### config.mk
export PLATFORM = sky130hd
export DESIGN_NAME = key_bcd_counter
export DESIGN_NICKNAME = d
export VERILOG_FILES = /design/src/rtl/board_pkg.sv /design/src/rtl/key_debounce.sv /design/src/rtl/key_bcd_counter.sv
export SDC_FILE = /design/constraint.sdc
export NUM_CORES = 1
export LEC_CHECK = 0
export CORE_ASPECT_RATIO = 0.6
export CORE_MARGIN = 2
export CORE_UTILIZATION = 50
export DETAILED_ROUTE_END_ITERATION = 8
export MAX_ROUTING_LAYER = met4
export PLACE_DENSITY = 0.8
export SLEW_MARGIN = 30
export SYNTH_ARGS = -nofsm -noshare
export SYNTH_HDL_FRONTEND = slang
export SYNTH_SLANG_ARGS = --single-unit
export TNS_END_PERCENT = 10
### constraint.sdc
create_clock -name clk -period 2.09 [get_ports clk]
set_input_delay 0.3135 -clock clk [delete_from_list [all_inputs] [get_ports clk]]
set_output_delay 0.3135 -clock clk [all_outputs]
set_load 0.05 [all_outputs]
### src/rtl/board_pkg.sv
// Shared board-level constants and types for the key/HEX display path.
package board_pkg;

  localparam int DIGITS_C     = 6;
  localparam int DEBOUNCE_1MS = 50000;
  localparam logic KEY_PRESSED = 1'b0;

  typedef logic [3:0] bcd_digit_t;

endpackage : board_pkg

### src/rtl/key_debounce.sv
// Two-flop synchroniser, debounce counter, stable-level register and
// registered press detector for a single active-low push-button.
module key_debounce
  import board_pkg::*;
#(
  parameter int DEBOUNCE_CYCLES = DEBOUNCE_1MS
) (
  input  logic clk,
  input  logic rst_n,
  input  logic raw,
  output logic level,
  output logic press_pulse
);

  localparam int CW = (DEBOUNCE_CYCLES > 2) ? $clog2(DEBOUNCE_CYCLES) : 1;

  logic          sync1_q, sync2_q;
  logic          stable_q, stable_d;
  logic          stable_prev_q;
  logic [CW-1:0] cnt_q, cnt_d;
  logic          pulse_q, pulse_d;

  // Debounce: count while the synchronised key disagrees with the stable
  // value; any agreeing cycle restarts the window, so bounce never commits.
  always_comb begin
    cnt_d    = '0;
    stable_d = stable_q;
    pulse_d  = (stable_prev_q != KEY_PRESSED) && (stable_q == KEY_PRESSED);
    if (sync2_q != stable_q) begin
      if (cnt_q == CW'(DEBOUNCE_CYCLES - 1)) begin
        stable_d = sync2_q;
        cnt_d    = '0;
      end else begin
        cnt_d = cnt_q + CW'(1);
      end
    end
  end

  // State registers; everything idles as "released" out of reset.
  always_ff @(posedge clk) begin
    if (!rst_n) begin
      sync1_q       <= 1'b1;
      sync2_q       <= 1'b1;
      stable_q      <= 1'b1;
      stable_prev_q <= 1'b1;
      cnt_q         <= '0;
      pulse_q       <= 1'b0;
    end else begin
      sync1_q       <= raw;
      sync2_q       <= sync1_q;
      stable_q      <= stable_d;
      stable_prev_q <= stable_q;
      cnt_q         <= cnt_d;
      pulse_q       <= pulse_d;
    end
  end

  assign level       = (stable_q == KEY_PRESSED);
  assign press_pulse = pulse_q;

endmodule : key_debounce

### src/rtl/key_bcd_counter.sv
// Debounced push-button event counter feeding the six-digit HEX display:
// KEY[0] increments a packed BCD count, KEY[1] clears it.
module key_bcd_counter
  import board_pkg::*;
#(
  parameter int DEBOUNCE_CYCLES = DEBOUNCE_1MS,
  parameter int DIGITS          = DIGITS_C
) (
  input  logic                clk,
  input  logic                rst_n,
  input  logic [1:0]          key,
  output logic [4*DIGITS-1:0] bcd,
  output logic                inc_pulse,
  output logic                clr_pulse,
  output logic                wrap,
  output logic [1:0]          key_level
);

  logic [4*DIGITS-1:0] bcd_q, bcd_d, bcd_inc;
  logic [DIGITS:0]     carry;
  logic                wrap_q, wrap_d;

  key_debounce #(.DEBOUNCE_CYCLES(DEBOUNCE_CYCLES)) u_inc_key (
    .clk        (clk),
    .rst_n      (rst_n),
    .raw        (key[0]),
    .level      (key_level[0]),
    .press_pulse(inc_pulse)
  );

  key_debounce #(.DEBOUNCE_CYCLES(DEBOUNCE_CYCLES)) u_clr_key (
    .clk        (clk),
    .rst_n      (rst_n),
    .raw        (key[1]),
    .level      (key_level[1]),
    .press_pulse(clr_pulse)
  );

  // Ripple-carry BCD increment: a digit at 9 rolls to 0 and carries onward.
  assign carry[0] = 1'b1;

  genvar gi;
  generate
    for (gi = 0; gi < DIGITS; gi++) begin : g_digit
      bcd_digit_t cur;
      assign cur          = bcd_q[4*gi +: 4];
      assign carry[gi+1]  = carry[gi] & (cur == 4'd9);
      assign bcd_inc[4*gi +: 4] = !carry[gi]     ? cur :
                                  (cur == 4'd9)  ? 4'd0 :
                                                   cur + 4'd1;
    end
  endgenerate

  // Next count: clear beats increment; wrap only when every digit rolled over.
  always_comb begin
    bcd_d  = bcd_q;
    wrap_d = 1'b0;
    if (clr_pulse) begin
      bcd_d = '0;
    end else if (inc_pulse) begin
      bcd_d  = bcd_inc;
      wrap_d = carry[DIGITS];
    end
  end

  // Count and wrap strobe registers.
  always_ff @(posedge clk) begin
    if (!rst_n) begin
      bcd_q  <= '0;
      wrap_q <= 1'b0;
    end else begin
      bcd_q  <= bcd_d;
      wrap_q <= wrap_d;
    end
  end

  assign bcd  = bcd_q;
  assign wrap = wrap_q;

endmodule : key_bcd_counter

==> results.json <==
{
  "synthesis.area_per_instance_um2": 8.50,
  "worstSetupEndpointType": "primary output",
  "path_clk_slew_ns": 0.07,
  "worst_slew_pin_slew_ns": 0.511,
  "synth.cells.most_frequent": "sky130_fd_sc_hd__dfxtp_1 (67), sky130_fd_sc_hd__nor2_1 (40), sky130_fd_sc_hd__nand2_1 (24)",
  "dieHeight_um": 64.0,
  "cts_max_path_buffers": 2,
  "cap_violations": 0,
  "grtUsageTotal": 0.204,
  "worst_ir_drop_vdd_v": 0.000382,
  "outcome": "complete, no violations",
  "setup_viol_count_final": 0,
  "clock_latency_ns": 0.33,
  "post_route_cells_drive_above_1_share": 0.0977,
  "grt_start_max_net_pins": 17,
  "dp_hpwl_um": 4350,
  "numClockSinks": 67,
  "fin_worst_hold_slack_ns": 0.409,
  "ys_warn_count": 0,
  "grt_first_pass_wirelength_um": 10600,
  "synth-async-reset-ratio": 0,
  "power.static_leakage_nw": 1.20,
  "wire_per_inst_um": 12.9,
  "cts_made_buffers": 9,
  "min-delay-start": "u_clr_key.sync1_q",
  "layout_min_cycle_time_ns": 2.00,
  "first_global_vias": 2331,
  "worstPathRequired_ns": 1.78,
  "crit_type": "reg -> out",
  "synth-edff-count": 0,
  "firstDrtPassIters": 4,
  "worst-path-max-fanout": 9,
  "timing_hold_violations_final": 0,
  "hold_path_end": "u_clr_key.sync2_q",
  "finalWeightedCongestion": 0.846,
  "fin_cells": 479,
  "rsz0062_at_grt": "no",
  "critical_path.cell_chain": "clkdlybuf4s50_1",
  "drt-initial-drc-count": 167,
  "classification_of_the_worst_slack_hold_path": "reg -> reg",
  "cts_tree": "done",
  "numPortBuffers": 32,
  "design.die.area_um2": 6660,
  "antennaDiodeCount": 0,
  "finClkSkew_ns": 0.00937,
  "r2r-end": "bcd[21]",
  "crit_path_start_kind": "flip-flop",
  "antenna_found_initial": 0,
  "cp_slowest_cell": "sky130_fd_sc_hd__clkdlybuf4s50_1",
  "route.vias.total": 2598,
  "core_um2": 5680,
  "initial_core_util": 0.529,
  "antenna_left": 0,
  "drcViolationCount": 0,
  "synthDominantCellAreaShare": 0.447,
  "slowest_delay_ns": 0.86,
  "grt_overflow": 0,
  "die_width_um": 104,
  "yosys-top-cells-area": "sky130_fd_sc_hd__dfxtp_1 (45%), sky130_fd_sc_hd__xnor2_1 (5.5%), sky130_fd_sc_hd__nor2_1 (5.0%), sky130_fd_sc_hd__xor2_1 (3.2%), sky130_fd_sc_hd__a21oi_1 (3.2%)",
  "synth_fp_nets": 359,
  "route.final.wire_length_um": 6180,
  "worstPathBufferInverterCount": 1,
  "dominantRegCellSynth": "sky130_fd_sc_hd__dfxtp_1",
  "ys_types": 45,
  "io-pin-count": 33,
  "register_area_share_after_synthesis": 0.447,
  "max_freq_ghz": 0.500,
  "num-nets-final": 401,
  "cp.arrival_ns": 1.69,
  "power-per-cell-area_nw_per_um2": 627,
  "routed_via_density": 5.42,
  "synthDominantAreaCellType": "sky130_fd_sc_hd__dfxtp_1",
  "synth_most_common_cell": "sky130_fd_sc_hd__dfxtp_1",
  "final_max_slew_viol_count": 0,
  "relSlewSlack": 0.658,
  "post_synthesis_instance_area_um2": 3000,
  "synth-seq-cells": 67,
  "placementRows": 21,
  "worst-r2r-cell-count": 4,
  "period_share": 0.957,
  "crit_family": "buffers and inverters",
  "postLayoutCoreUtil": 0.642,
  "cts_htree_levels": 3,
  "postSynthCellCount": 353,
  "cts-root-buf": "sky130_fd_sc_hd__clkbuf_8",
  "regToRegSetupSlack_ns": 0.12,
  "area_growth_pct": 21.4,
  "r2r-start": "bcd[14]",
  "holdPathStages": 1,
  "placed_cells_incl_taps": 464,
  "post_cts.repair.setup_buffers": 0
}
## cell families after synthesis
logic type / synth area share
XOR/XNOR: 0.0876
flip-flops: 0.447
AO/OA/AOI/OAI: 0.0972
AND/OR/NAND/NOR: 0.312
multiplexers: 0.00667
buffers and inverters: 0.0417
adder cells (fa/ha/maj): 0.00834
## through the flow
step / instance area, um^2 / setup slack, ns / total power, W / setup TNS, ns
final: 3640 / 0.0904 / 0.00228 / 0
after global routing: 3640 / 0.00699 / 0.00237 / 0
after CTS: 3640 / 0.0798 / 0.00231 / 0
after detailed placement: 3460 / 0.162 / 0.00135 / 0
after global placement: 3460 / 0.228 / 0.00135 / 0
after floorplan: 3010 / -0.0111 / 0.00133 / -0.0111
## state kept, by name, summed over array words and instances, names as in the netlist
| signal | count |
|---|---|
| bcd | 24 |
| u_clr_key.cnt_q | 16 |
| u_inc_key.cnt_q | 16 |
| u_clr_key.press_pulse | 1 |
| u_clr_key.stable_prev_q | 1 |
| u_clr_key.stable_q | 1 |
| u_clr_key.sync1_q | 1 |
| u_clr_key.sync2_q | 1 |
| u_inc_key.press_pulse | 1 |
| u_inc_key.stable_prev_q | 1 |
| u_inc_key.stable_q | 1 |
| u_inc_key.sync1_q | 1 |
| u_inc_key.sync2_q | 1 |
| wrap | 1 |
## placed cells by master (no fill, tap or decap), types with 4 or more instances in the layout
master	count
sky130_fd_sc_hd__a21oi_1	19
sky130_fd_sc_hd__a31oi_1	4
sky130_fd_sc_hd__and3_1	8
sky130_fd_sc_hd__buf_4	11
sky130_fd_sc_hd__clkbuf_8	12
sky130_fd_sc_hd__clkdlybuf4s50_1	32
sky130_fd_sc_hd__dfxtp_1	60
sky130_fd_sc_hd__dfxtp_2	7
sky130_fd_sc_hd__inv_1	19
sky130_fd_sc_hd__nand2_1	24
sky130_fd_sc_hd__nand2b_1	6
sky130_fd_sc_hd__nand3_1	15
sky130_fd_sc_hd__nand4_1	9
sky130_fd_sc_hd__nor2_1	40
sky130_fd_sc_hd__nor2b_1	10
sky130_fd_sc_hd__nor3_1	8
sky130_fd_sc_hd__nor4_1	12
sky130_fd_sc_hd__o21ai_0	18
sky130_fd_sc_hd__o31ai_1	4
sky130_fd_sc_hd__or3_1	8
sky130_fd_sc_hd__or4_1	5
sky130_fd_sc_hd__xnor2_1	19
sky130_fd_sc_hd__xor2_1	11
## report_power, final
| part | internal, W | switching (W) | leakage, nW |
|---|---|---|---|
| Sequential | 0.00128 | 0.00000232 | 0.544 |
| Clock | 0.000518 | 0.000445 | 0.0953 |
| Combinational | 0.0000149 | 0.0000220 | 0.562 |
## final cells by class
type	count	area, um^2
well taps	80	100
multi-input cells	255	1540
flip-flops and latches	67	1350
repair buffers	43	403
fillers	499	2030
clock buffers	13	169
clock inverters	2	10.0
inverters	19	71.3
## per-layer routing
metal  vias to the layer above  GRT usage  wire length [um]
met1                      1205      0.269              3070
met4                         0     0.0709                66
met3                         8     0.0551               344
met5                         -          -                 0
met2                        59      0.303              2700
li1                       1326          -                 -
## worst max path at each step
stage               slack, ns  cells past startpoint     from       to
floorplan               -0.01                      5  bcd[16]  bcd[21]
global placement         0.23                      4   bcd[5]   bcd[9]
detailed placement       0.16                      4  bcd[14]  bcd[21]
CTS                      0.08                      1  bcd[13]  bcd[13]
global route            0.007                      5  bcd[10]  bcd[19]
finish                   0.09                      1  bcd[13]  bcd[13]
## repair_timing
item | in CTS | in global routing
gates resized for setup | 0 | 1
endpoints found under the setup margin | 0 | 1
hold buffers | 0 | 0
Note: power is estimated with default switching activity, not from simulation.
